## src/rtl/fetch_sequencer.sv

```systemverilog
// Instruction fetch sequencer: owns the PC, issues one-outstanding fetches and buffers one instruction.
// Optional statistics counters are enabled with `define FETCH_STATS_EN.
module fetch_sequencer #(
    parameter int              PC_W     = 9,
    parameter logic [PC_W-1:0] RESET_PC = '0,
    parameter int              CNT_W    = 16
) (
    input  logic             clk,
    input  logic             rst_n,
    input  logic             redirect_i,
    input  logic [31:0]      redirect_pc_i,
    output logic             imem_req_o,
    output logic [PC_W-1:0]  imem_addr_o,
    input  logic             imem_gnt_i,
    input  logic             imem_rvalid_i,
    input  logic [31:0]      imem_rdata_i,
    output logic             if_valid_o,
    output logic [31:0]      if_instr_o,
    output logic [PC_W-1:0]  if_pc_o,
    input  logic             if_ready_i,
    output logic             flush_o,
    output logic [CNT_W-1:0] stat_taken_o,
    output logic [CNT_W-1:0] stat_kill_o
);

    typedef enum logic [1:0] {IDLE, REQ, WAIT, DISCARD} state_t;

    state_t          state, state_n;
    logic [PC_W-1:0] pc, pc_n;
    logic            req, redir, fill, kill, pop;
    logic            unused;

    assign unused      = ^{redirect_pc_i[31:PC_W], redirect_pc_i[1:0]};
    assign redir       = redirect_i && (state != IDLE);
    assign pop         = if_valid_o && if_ready_i;
    assign imem_req_o  = req;
    assign imem_addr_o = pc;

    always_comb begin
        state_n = state;
        pc_n    = pc;
        req     = 1'b0;
        fill    = 1'b0;
        kill    = 1'b0;
        unique case (state)
            IDLE: state_n = REQ;
            REQ: begin
                req = !if_valid_o || if_ready_i;
                if (req && imem_gnt_i) begin
                    pc_n    = pc + PC_W'(4);
                    state_n = redir ? DISCARD : WAIT;
                end
            end
            WAIT: begin
                if (imem_rvalid_i) begin
                    kill    = redir;
                    fill    = !redir;
                    state_n = REQ;
                end else if (redir) begin
                    state_n = DISCARD;
                end
            end
            DISCARD: begin
                if (imem_rvalid_i) begin
                    kill    = 1'b1;
                    state_n = REQ;
                end
            end
            default: state_n = IDLE;
        endcase
        if (redir) pc_n = {redirect_pc_i[PC_W-1:2], 2'b00};
    end

    always_ff @(posedge clk) begin
        if (!rst_n) begin
            state      <= IDLE;
            pc         <= RESET_PC;
            if_valid_o <= 1'b0;
            if_instr_o <= '0;
            if_pc_o    <= '0;
            flush_o    <= 1'b0;
        end else begin
            state   <= state_n;
            pc      <= pc_n;
            flush_o <= redir;
            if (redir) begin
                if_valid_o <= 1'b0;
            end else if (fill) begin
                // pc already advanced at grant, so the fetched PC is one word back
                if_valid_o <= 1'b1;
                if_instr_o <= imem_rdata_i;
                if_pc_o    <= pc - PC_W'(4);
            end else if (pop) begin
                if_valid_o <= 1'b0;
            end
        end
    end

`ifdef FETCH_STATS_EN
    always_ff @(posedge clk) begin
        if (!rst_n) begin
            stat_taken_o <= '0;
            stat_kill_o  <= '0;
        end else begin
            if (redir && stat_taken_o != '1) stat_taken_o <= stat_taken_o + 1'b1;
            if (kill && stat_kill_o != '1)   stat_kill_o  <= stat_kill_o + 1'b1;
        end
    end
`else
    assign stat_taken_o = '0;
    assign stat_kill_o  = '0;
`endif

endmodule
```

## config.mk

```make
export PLATFORM = sky130hd
export DESIGN_NAME = fetch_sequencer
export DESIGN_NICKNAME = d
export VERILOG_FILES = /design/src/rtl/fetch_sequencer.sv
export SDC_FILE = /design/constraint.sdc
export NUM_CORES = 1
export LEC_CHECK = 0
export BUFFER_PORTS_ARGS = -buffer_cell sky130_fd_sc_hd__buf_2
export CORE_AREA = 2 2 77 79
export DETAILED_ROUTE_END_ITERATION = 8
export DIE_AREA = 0 0 79 81
export PLACE_DENSITY = 0.82
export REMOVE_ABC_BUFFERS = 1
export SLEW_MARGIN = 40
export SYNTH_ARGS = -nofsm -noshare
export SYNTH_HDL_FRONTEND = slang
export SYNTH_SLANG_ARGS = --single-unit
```

## constraint.sdc

```tcl
create_clock -name clk -period 4.9 [get_ports clk]
set_input_delay 0.735 -clock clk [delete_from_list [all_inputs] [get_ports clk]]
set_output_delay 0.735 -clock clk [all_outputs]
set_load 0.1 [all_outputs]
```

==> results of run 1 <==
==> worst max-delay path by stage <==
stage / cells after the start / startpoint / endpoint / slack, ps
global route: 4 / if_ready_i / imem_req_o / 2500
CTS: 4 / if_ready_i / imem_req_o / 2570
floorplan: 2 / if_valid_o$_SDFFE_PP0P_ / imem_req_o / 2420
detailed placement: 4 / if_ready_i / imem_req_o / 2570
global placement: 4 / if_ready_i / imem_req_o / 2580
finish: 4 / if_ready_i / imem_req_o / 2570
==> Yosys cell counts (all sizes together) (3+ instances only) <==
library cell / number
nand3: 6
xnor2: 3
a21oi: 39
inv: 6
and2: 3
buf: 40
ha: 6
and3: 4
nor2: 11
clkbuf: 11
o21ai: 4
a211oi: 6
nand2: 74
dfxtp: 50
mux2i: 4
or3: 3
==> stage by stage <==
stage                     cells  total power [mW]
after global placement      454              1.12
after detailed placement    454              1.13
final                       462              1.46
after floorplan             284              1.03
after CTS                   462              1.48
after global routing        462              1.54
==> layer usage <==
metal  vias up  wire length (um)  GRT usage
met5         -                 0          0
met4         0                44     0.0552
met3         5               353     0.0300
met2        95              2370      0.248
met1       977              2300      0.179
li1       1103                 -          -
==> area by class of cell <==
class,count,area (sq um),area share
Clock buffer,6,82.6,0.0284
Clock inverter,2,60.1,0.0206
Inverter,6,22.5,0.00773
Multi-Input combinational cell,228,1170,0.402
Sequential cell,50,1000,0.344
Tap cell,75,93.8,0.0322
Timing Repair Buffer,95,480,0.165
==> registers in the layout, summed over array words and instances (netlist names) <==
name,count
if_pc_o,7
if_instr_o,32
flush_o,1
imem_addr_o,7
if_valid_o,1
state,2
==> cells by family after synthesis <==
logic type | count (synthesis) | synth area share
simple gates | 111 | 0.199
compound gates | 65 | 0.161
buf+inv | 57 | 0.149
flops | 50 | 0.417
fa+ha+maj | 6 | 0.0313
xor+xnor | 5 | 0.0183
mux | 5 | 0.0230
other cells | 1 | 0.00156
==> critical path, cell delays in order <==
cell      delay [ps]
buf_2             70
nand2b_1         210
and2_1           150
buf_2            420
==> report_power, final <==
group | total, mW | switching (mW) | internal [mW]
Clock | 0.346 | 0.128 | 0.218
Combinational | 0.642 | 0.505 | 0.136
Sequential | 0.477 | 0.0369 | 0.440
==> reports/results.ini, run 1 <==
[outcome]
status = finished clean

[yosys]
netlist_area_sq_um = 2400
yosys_warnings = 0
synth-main-ff-cell = dfxtp_1
synthTopCellsByArea = dfxtp_1 (42%), buf_4 (12%), nand2_1 (12%), a21oi_1 (8.1%), ha_1 (3.1%)
syn_inst = 300
ys_seq_elements = 50
yosys.area.top_type = dfxtp_1
ys_seq_area_frac = 0.417
synthDistinctLibCells = 43
synth_edf_count = 0
syn_avg_cell_area_sq_um = 8.00
async_reset_ff_frac = 0
synth_top_area_frac = 0.417

[clock_network]
root_buffer = clkbuf_8
ctsHoldBuffers = 0
clockBufferDepth = 2
htreeDepth = 2
cts_buffers = 5
cts.sinks = 50
cts_tree = done
cts_resized = 0
clock_latency_ps = 290
cts_setup_buffers = 0
clkTransAtPathRegs_ps = 80

[cells_and_area]
fin_area_sq_um = 2910
final_common_cell = buf_2
n_antenna_cell = 0
nNetsFinal = 462
area.growth.synth_to_final_pct = 21.4
fill_cells = 591
mostFrequentLayoutCells = buf_2 (93), nand2_1 (74), dfxtp_1 (50)
finish.utilization = 0.513
drive_gt1_frac = 0.279

[detailed_routing]
drt_iter0_markers = 73
vias = 2180
drc = 0
first_pass_iters = 4
wl_per_cell_um = 11.0
wl_mm = 5.07
drtAntennaViolNets = 0
vias_per_cell = 4.72

[die]
core_sq_um = 5680
ioPinCount = 155
row_count = 28
start_util = 0.423
die_area_sq_um = 6400
die_w_um = 79
die_h_um = 81

[timing]
fin_worst_skew_ps = 9.67
hold_slack_ps = 455
finalSetupViolCount = 0
max_slew_margin = 0.489
rsz0062_at_grt = false
tns_ps = 0
tightest_slew_ps = 767
finalWorstSetupSlack_ps = 2570
hold_violations = 0
drv_slew = 0
min_period_ps = 2330
clock.fmax_mhz = 429
fin_crit_sh = 0.476

[power]
p_leak_nw = 1.36
ir_worst_vdd_v = 0.000261
cellPowerDensity_nw_per_um2 = 503

[min_path]
hold_path.class = reg2reg
holdPathStages = 2
min_to = if_instr_o[7]$_SDFFE_PN0P_
min-delay-start = if_instr_o[7]$_SDFFE_PN0P_

[place]
preCtsSetupSlack_ps = 2570
port_buffers = 93
hpwl_mm = 3.55
placed_area_sq_um = 2770
gp_congestion = 0.812

[global_routing]
antenna_found_initial = 0
grt_overflow = 0
grt_pass1_wl_mm = 7.49
grt_pass1_vias = 1728
grt_max_degree = 46
grtUsageTotal = 0.145

[worst_setup_path]
r2r_end = imem_addr_o[3]$_SDFFE_PN0P_
crit_arrival_ps = 1600
crit_type = in2out
critical_path_peak_fanout = 6
r2r-start = state[0]$_SDFFE_PN0P_
rrSetupSlack_ps = 2840
reg2reg_depth = 6
end_kind = primary output
startpoint_type = input port
critical_path_required_ps = 4160

[job]
cap_violations = 0

(Power assumes the default switching activity.)
==> run 2, diff against run 1 <==
CORE_AREA = 2 2 83 85   (was 2 2 77 79)
DIE_AREA = 0 0 85 87   (was 0 0 79 81)
PLACE_DENSITY = 0.74   (was 0.82)
clock period = 1.9 ns   (was 4.9 ns; I/O delays follow)
==> run 2 against run 1 <==
Effect of this change: sequential share of layout area fell by 0.82 points; sequential power grew to 2.5 times the previous value; final cell count grew 2.4%.
==> reports/results.ini, run 2 (synthesis results as in run 1) <==
[clock_network]
cts_resized = 0
clkTransAtPathRegs_ps = 90
clock_latency_ps = 300
ctsHoldBuffers = 0
cts_buffers = 5
htreeDepth = 2
cts.sinks = 50
clockBufferDepth = 2
cts_tree = done
root_buffer = clkbuf_8
cts_setup_buffers = 0

[power]
report.power.total_mw = 3.84
ir_worst_vdd_v = 0.000613
p_leak_nw = 1.40
cellPowerDensity_nw_per_um2 = 1290

[timing]
min_period_ps = 1820
rsz0062_at_grt = false
fin_crit_sh = 0.959
finalSetupViolCount = 0
drv_slew = 0
hold_violations = 0
fin_worst_skew_ps = 3.94
clock.fmax_mhz = 549

[global_routing]
grt_pass1_wl_mm = 8.69
grt_overflow = 0
grtUsageTotal = 0.145
grt_pass1_vias = 1939
antenna_found_initial = 0
grt_max_degree = 46

[worst_setup_path]
crit_arrival_ps = 1540
startpoint_type = register
critPathTopFamily = buffers and inverters
cp_slowest_cell = buf_2
end_kind = primary output
crit_type = reg2out
worst-path-buf-inv = 2
path_cells = buf_4 > ha_1 > and2_1 > buf_2
max_stage_delay_ps = 420
critical_path_required_ps = 1620
critical_path_peak_fanout = 5

[die]
ioPinCount = 155
die_w_um = 85
die_area_sq_um = 7400
start_util = 0.365
die_h_um = 87
core_sq_um = 6570
row_count = 30

[detailed_routing]
vias_per_cell = 4.68
drtAntennaViolNets = 0
vias = 2214
drt_iter0_markers = 93
drc = 0
first_pass_iters = 4
wl_per_cell_um = 11.5
wl_mm = 5.42

[cells_and_area]
drive_gt1_frac = 0.290
final_common_cell = buf_2
multi_input_area_sq_um = 1170
fill_cells = 678
top_register = if_instr_o
area.growth.synth_to_final_pct = 24.4
nNetsFinal = 468
largest_reg_flops = 32
seq_area_sq_um = 1000
stdcell_count = 473
finish.utilization = 0.454
n_antenna_cell = 0
mostFrequentLayoutCells = buf_2 (93), nand2_1 (74), dfxtp_1 (50)

[outcome]
status = finished clean

[place]
port_buffers = 93
hpwl_mm = 4.02
placed_cells = 465
gp_congestion = 0.899

[min_path]
hold_path.class = in2reg

[job]
cap_violations = 0

run 2: cell types whose count changed in the layout (fill, tap and decap cells not counted):
cell / delta
buf_4: +4
buf_12: +2
clkbuf_8: -1
clkinv_4: +1
run 2: final cells by class:
class / count / share of cell area
Multi-Input combinational cell: 228 / 0.393
Clock buffer: 5 / 0.0231
Timing Repair Buffer: 101 / 0.184
Tap cell: 80 / 0.0335
Inverter: 6 / 0.00755
Sequential cell: 50 / 0.335
Clock inverter: 3 / 0.0231
run 2: stage by stage:
step | instance area (sq um) | hold WS [ps] | setup TNS [ps] | worst slack [ps]
after floorplan | 2200 | 421 | -6470 | -215
after global placement | 2850 | 439 | 0 | 233
after detailed placement | 2850 | 444 | 0 | 162
after CTS | 2980 | 201 | 0 | 72.2
after global routing | 2980 | 201 | 0 | 7.60
final | 2980 | 211 | 0 | 77.7
run 2: power breakdown:
part / switching [mW] / internal (mW)
combinational: 1.35 / 0.397
sequential: 0.0796 / 1.13
clock: 0.352 / 0.527
total: 1.78 / 2.06
run 2: path summary, 6_finish.rpt:
kind	startpoint	end	slack (ps)	depth (start not counted)
worst max-delay path	state[0]$_SDFFE_PN0P_	imem_req_o	80	4
worst min-delay path	imem_rdata_i[3]	if_instr_o[3]$_SDFFE_PN0P_	210	3
worst max register to register	state[1]$_SDFFE_PN0P_	imem_addr_o[2]$_SDFFE_PN0P_	150	6
worst min register to register	if_instr_o[8]$_SDFFE_PN0P_	if_instr_o[8]$_SDFFE_PN0P_	450	2
run 2: layer usage:
metal / track usage / routed length [um] / up-vias
li1: - / - / 1117
met1: 0.174 / 2240 / 986
met2: 0.253 / 2670 / 102
met3: 0.0246 / 426 / 9
met4: 0.0664 / 88 / 0
met5: 0 / 0 / -
run 2: tightest hold or removal path: stages:
cell and delay, ps:
buf_2 90, nand2_1 40, a21oi_1 50
